==> config.mk <==
export PLATFORM = sky130hd
export DESIGN_NAME = hazard_ctrl
export DESIGN_NICKNAME = d
export VERILOG_FILES = /design/src/rtl/hazard_ctrl_pkg.sv /design/src/rtl/sat_counter.sv /design/src/rtl/hazard_ctrl.sv
export SDC_FILE = /design/constraint.sdc
export NUM_CORES = 1
export LEC_CHECK = 0
export BUFFER_PORTS_ARGS = -buffer_cell sky130_fd_sc_hd__buf_4
export CAP_MARGIN = 20
export CELL_PAD_IN_SITES_DETAIL_PLACEMENT = 1
export CELL_PAD_IN_SITES_GLOBAL_PLACEMENT = 2
export CORE_ASPECT_RATIO = 0.7
export CORE_MARGIN = 3
export CORE_UTILIZATION = 29
export DETAILED_ROUTE_END_ITERATION = 10
export HOLD_SLACK_MARGIN = 0.1
export PLACE_DENSITY = 0.82
export SETUP_SLACK_MARGIN = 0.5
export SYNTH_ARGS = -nofsm -noshare
export SYNTH_HDL_FRONTEND = slang
export SYNTH_SLANG_ARGS = --single-unit
export TNS_END_PERCENT = 30
==> constraint.sdc <==
create_clock -name clk -period 3.4 [get_ports clk]
set_clock_uncertainty 0.1 [all_clocks]
set_input_delay 0 -clock clk [delete_from_list [all_inputs] [get_ports clk]]
set_output_delay 0 -clock clk [all_outputs]
set_load 0.02 [all_outputs]
==> src/rtl/hazard_ctrl_pkg.sv <==
// Shared encodings for the pipeline hazard controller.
// State, forward-select and register-zero constants plus the forward helper.
package hazard_ctrl_pkg;

    typedef enum logic [1:0] {
        ST_RUN   = 2'b00,
        ST_LU    = 2'b01,
        ST_MWAIT = 2'b10
    } state_t;

    localparam logic [1:0] FWD_REG = 2'b00;
    localparam logic [1:0] FWD_MEM = 2'b01;
    localparam logic [1:0] FWD_WB  = 2'b10;

    localparam logic [4:0] REG_ZERO = 5'd0;

    // The youngest producer (EX/MEM) wins over MEM/WB.
    function automatic logic [1:0] fwd_sel(
        input logic [4:0] src,
        input logic       mem_we,
        input logic [4:0] mem_rd,
        input logic       wb_we,
        input logic [4:0] wb_rd
    );
        if (mem_we && mem_rd != REG_ZERO && mem_rd == src)
            return FWD_MEM;
        else if (wb_we && wb_rd != REG_ZERO && wb_rd == src)
            return FWD_WB;
        else
            return FWD_REG;
    endfunction

endpackage

==> src/rtl/sat_counter.sv <==
// Saturating event counter with synchronous clear.
// Clear has priority over a same-cycle increment.
module sat_counter #(
    parameter int CNT_W = 16
) (
    input  logic             clk,
    input  logic             i_inc,
    input  logic             i_clr,
    output logic [CNT_W-1:0] o_cnt
);

    logic [CNT_W-1:0] r_cnt;

    always_ff @(posedge clk) begin
        if (i_clr)
            r_cnt <= '0;
        else if (i_inc && r_cnt != {CNT_W{1'b1}})
            r_cnt <= r_cnt + 1'b1;
    end

    assign o_cnt = r_cnt;

endmodule

==> src/rtl/hazard_ctrl.sv <==
// Pipeline hazard controller: memory-wait freeze, branch/jump flush,
// load-use bubble, operand forwarding and stall/flush statistics.
module hazard_ctrl
    import hazard_ctrl_pkg::*;
#(
    parameter int TIMEOUT = 255,
    parameter int CNT_W   = 16
) (
    input  logic             clk,
    input  logic             reset,
    input  logic [4:0]       ID_rs,
    input  logic [4:0]       ID_rt,
    input  logic [4:0]       EX_rs,
    input  logic [4:0]       EX_rt,
    input  logic             EX_MemRead,
    input  logic [4:0]       EX_RegDest,
    input  logic             EX_BranchTaken,
    input  logic             ID_Jump,
    input  logic             MEM_RegWrite,
    input  logic [4:0]       MEM_RegDest,
    input  logic             MEM_MemRead,
    input  logic             MEM_MemWrite,
    input  logic             WB_RegWrite,
    input  logic [4:0]       WB_RegDest,
    input  logic             mem_ready,
    input  logic             cnt_clr,
    output logic             PC_stall,
    output logic             IFID_stall,
    output logic             IDEX_stall,
    output logic             EXMEM_stall,
    output logic             IFID_flush,
    output logic             IDEX_flush,
    output logic [1:0]       ForwardA,
    output logic [1:0]       ForwardB,
    output logic             mem_timeout,
    output logic [CNT_W-1:0] stall_cnt,
    output logic [CNT_W-1:0] flush_cnt,
    output logic [1:0]       state
);

    localparam logic [16:0] TO_LIM = 17'(TIMEOUT);

    state_t      r_state;
    state_t      w_next;
    logic [15:0] r_wait;
    logic        r_timeout;
    logic        w_mem_wait;
    logic        w_load_use;
    logic        w_flush_any;
    logic        w_cnt_clr;
    logic [16:0] w_wait_inc;

    assign w_mem_wait = (MEM_MemRead | MEM_MemWrite) & ~mem_ready;

    // A load-use bubble is only inserted once; LU never re-triggers.
    assign w_load_use = EX_MemRead
                      && EX_RegDest != REG_ZERO
                      && (EX_RegDest == ID_rs || EX_RegDest == ID_rt)
                      && r_state != ST_LU;

    always_ff @(posedge clk) begin
        if (reset)
            r_state <= ST_RUN;
        else
            r_state <= w_next;
    end

    always_comb begin
        w_next = ST_RUN;
        if (w_mem_wait)
            w_next = ST_MWAIT;
        else if (EX_BranchTaken)
            w_next = ST_RUN;
        else if (w_load_use)
            w_next = ST_LU;
    end

    always_comb begin
        PC_stall    = 1'b0;
        IFID_stall  = 1'b0;
        IDEX_stall  = 1'b0;
        EXMEM_stall = 1'b0;
        IFID_flush  = 1'b0;
        IDEX_flush  = 1'b0;
        ForwardA    = FWD_REG;
        ForwardB    = FWD_REG;
        if (!reset) begin
            ForwardA = fwd_sel(EX_rs, MEM_RegWrite, MEM_RegDest,
                               WB_RegWrite, WB_RegDest);
            ForwardB = fwd_sel(EX_rt, MEM_RegWrite, MEM_RegDest,
                               WB_RegWrite, WB_RegDest);
            if (w_mem_wait) begin
                PC_stall    = 1'b1;
                IFID_stall  = 1'b1;
                IDEX_stall  = 1'b1;
                EXMEM_stall = 1'b1;
            end else if (EX_BranchTaken) begin
                IFID_flush = 1'b1;
                IDEX_flush = 1'b1;
            end else if (w_load_use) begin
                PC_stall   = 1'b1;
                IFID_stall = 1'b1;
                IDEX_flush = 1'b1;
            end else if (ID_Jump) begin
                IFID_flush = 1'b1;
            end
        end
    end

    assign w_wait_inc = {1'b0, r_wait} + 17'd1;

    // Consecutive-wait watchdog; the error stays until reset.
    always_ff @(posedge clk) begin
        if (reset) begin
            r_wait    <= '0;
            r_timeout <= 1'b0;
        end else if (w_mem_wait) begin
            if (w_wait_inc <= TO_LIM)
                r_wait <= w_wait_inc[15:0];
            if (w_wait_inc >= TO_LIM)
                r_timeout <= 1'b1;
        end else begin
            r_wait <= '0;
        end
    end

    assign w_flush_any = IFID_flush | IDEX_flush;
    assign w_cnt_clr   = cnt_clr | reset;

    sat_counter #(.CNT_W(CNT_W)) u_stall_cnt (
        .clk   (clk),
        .i_inc (PC_stall),
        .i_clr (w_cnt_clr),
        .o_cnt (stall_cnt)
    );

    sat_counter #(.CNT_W(CNT_W)) u_flush_cnt (
        .clk   (clk),
        .i_inc (w_flush_any),
        .i_clr (w_cnt_clr),
        .o_cnt (flush_cnt)
    );

    assign mem_timeout = r_timeout;
    assign state       = r_state;

endmodule

==> reports/summary.txt <==
top cell type's share of synthesized area - 32.5%
top-count cell post-synth - dfxtp_1
final hold violation count - 0
largest family of logic cells by synthesized area - simple AND/OR/NAND/NOR gates
compound-cell area share of the yosys netlist - 18.7%
Final Routed Wirelength - 10,200 um
first-pass GRT wire length - 16,800 um
P per Cell Area - 327 nW/um2
WP data required - 3.50 ns
worst-case clock buffer depth - 2
Max Cap Viol - 0
multi-input logic area - 2040 um2
total track usage - 16.8%
Initial Utilization - 30.0%
RePlAce Congestion - 0.865
Gate Count Post-Synth - 390
vias in the first global route - 3,376
sequential cell area - 1020 um2
Post-synth ARST share - 0%
Slew @ Worst Pin - 0.804 ns
crit-path max FO - 8
Post-CTS Setup Repair Bufs - 0
Num CTS Buffers - 5
worst hold slack - 0.268 ns
worst ir drop on vdd - 0.208 mV
fillers - 1,257
Layout area overhead - 33.5%
later-pin clock latency in the skew report - 0.29 ns
DRC errors left - 0
type of the worst setup path - reg -> reg
mux cell area share after synthesis - 2.55%
post-synthesis xor/xnor area fraction - 9.47%
setup TNS - 0 ns
Worst R2R Path Depth - 6
vias per inst - 5.54
TritonRoute pass-1 iters - 4
ys flop type - dfxtp_1
Sink Count - 51
adder-cell share of the synthesized area - 1.59%
Slew Viols, Final - 0
crit start category - flop
Post-Synth Simple-Gate Area - 30.8%
diode count - 0
element type at the critical path end - flop
initial DRC count - 121
top post-synthesis cells by area - dfxtp_1, xnor2_1, or4_1, a21oi_1, nand3_1
final setup fails - 0
syn_area_per_cell - 8.06 um2
status - complete, no violations
post-layout min period - 2.73 ns
root buf cell - clkbuf_16
PortBufs - 90
cell area after synthesis - 3140 um2
leak pwr - 1.56 nW
Final WS setup - 0.670 ns
DPL Wire Length - 7330 um
number of routed nets with antenna violations - 0
H-tree depth - 2
Cell Rows - 31
die area - 12,100 um2
layout cell share with drive strength beyond 1 - 24.0%
post-synth net total - 440
Avg WL per Cell - 16.7 um
pre-CTS WS - 0.343 ns
#FFs+latches synth - 51
grt ovf - 0
Post-synth EDFFs - 0
Synth top cells by count - dfxtp_1, nand2_1, a21oi_1
Final Cycle Share - 80.3%
area of the core - 10,500 um2
initial antenna violation count - 0
CTS tree - yes
DIE WIDTH - 130 um
largest net degree at the start of global routing - 28
Data arrival, critical path - 2.83 ns
Layout Nets - 528
CTS clock-pin slew for the worst setup and hold paths - 0.07 ns
RSZ-0062 raised after global routing - false
Warnings, synthesis - 0
I/O pins - 91
sequential area share after synthesis - 32.5%
max_slew headroom - 46.2%
synth unique cells - 48
leading area contributor after synthesis - dfxtp_1
hold depth - 4
die height - 93.1 um
Hold Crit Class - in -> reg
vias - 3,382
Max Clk Rate - 0.366 GHz
sequential cells by signal, summed over array words and instances (netlist names):
name	cells
r_wait	16
u_flush_cnt.o_cnt	16
u_stall_cnt.o_cnt	16
state	2
mem_timeout	1
power by group:
group | switching [W] | internal, W
registers | 0.00000433 | 0.000600
logic | 0.0000935 | 0.0000845
clock network | 0.000241 | 0.000348
total | 0.000339 | 0.00103
final cells by class:
type                       instances  share of cell area, %
clock buffer                       5                   2.98
timing repair buffer              99                   18.1
sequential                        51                   24.4
tap                              132                   3.93
inverter                          12                   1.07
clock inverter                     3                   1.04
multi-input combinational        309                   48.5
cells by family (layout without fill, tap and decap cells):
kind of cell    after synthesis  after routing
simple gates                172            172
compound gates               90             91
flops                        51             51
xor+xnor                     34             34
buf+inv                      31            119
mux                           8              8
fa+ha+maj                     4              4
timing repair:
action,in CTS,in global routing
hold endpoints to repair,10,0
pin swaps,1,0
setup endpoints to repair,15,16
resized for setup,3,6
cloned,1,0
hold buffers,6,0
worst max-delay path, cell delays in order, from the launching register on:
cell	delay, ns
dfxtp_1	0.46
nand3_1	0.26
nor4_4	0.39
nand4_1	0.25
a2111o_2	0.61
or4_1	0.49
o31ai_1	0.07
routing by layer:
metal	wire (um)	up-vias	part of all wire [%]	GRT usage, %
met1	4970	1627	49	23.1
met2	4520	98	44	26.7
met4	125	0	1.2	3.77
met3	618	13	6.0	4.28
met5	0	-	0	0
li1	-	1644	-	-
worst paths after layout:
check,slack (ns),end,from
worst max register to register,0.67,r_wait[0]$_SDFFE_PN0P_,r_wait[5]$_SDFFE_PN0P_
worst min-delay path,0.27,r_wait[7]$_SDFFE_PN0P_,mem_ready
worst min register to register,0.39,mem_timeout$_SDFFE_PP0P_,mem_timeout$_SDFFE_PP0P_
worst max-delay path,0.67,r_wait[0]$_SDFFE_PN0P_,r_wait[5]$_SDFFE_PN0P_
per-stage QoR:
stage,total power [W],std cells,instance area (um2),util [%]
finish,0.00137,611,4200,40.1
global placement,0.000787,596,3910,37.4
detailed placement,0.000791,596,3910,37.4
CTS,0.00138,611,4160,39.7
global route,0.00142,611,4200,40.1
floorplan,0.000705,390,3140,-
layout by cell type (no fill, tap or decap), types with 2 or more instances in the layout:
cell type,count
and4_1,3
nand3_1,25
nand2b_1,3
nor2_1,11
dfxtp_2,2
nand4_1,8
or2_2,3
and2_1,10
a31oi_1,2
nand2_1,33
nor3_1,12
o31ai_1,17
o21bai_1,2
inv_1,12
o21ai_0,12
dlygate4sd3_1,6
ha_1,3
or4_1,25
or3_1,14
o22ai_1,4
buf_4,93
o21a_1,4
dfxtp_1,49
xor2_1,12
a211o_1,2
clkbuf_16,5
mux2i_1,8
xnor2_1,22
o41ai_1,2
a31o_2,2
a21oi_1,32
and3_1,9
nor4_1,8
nor2b_1,3
Power figures use the tool's default switching activity.
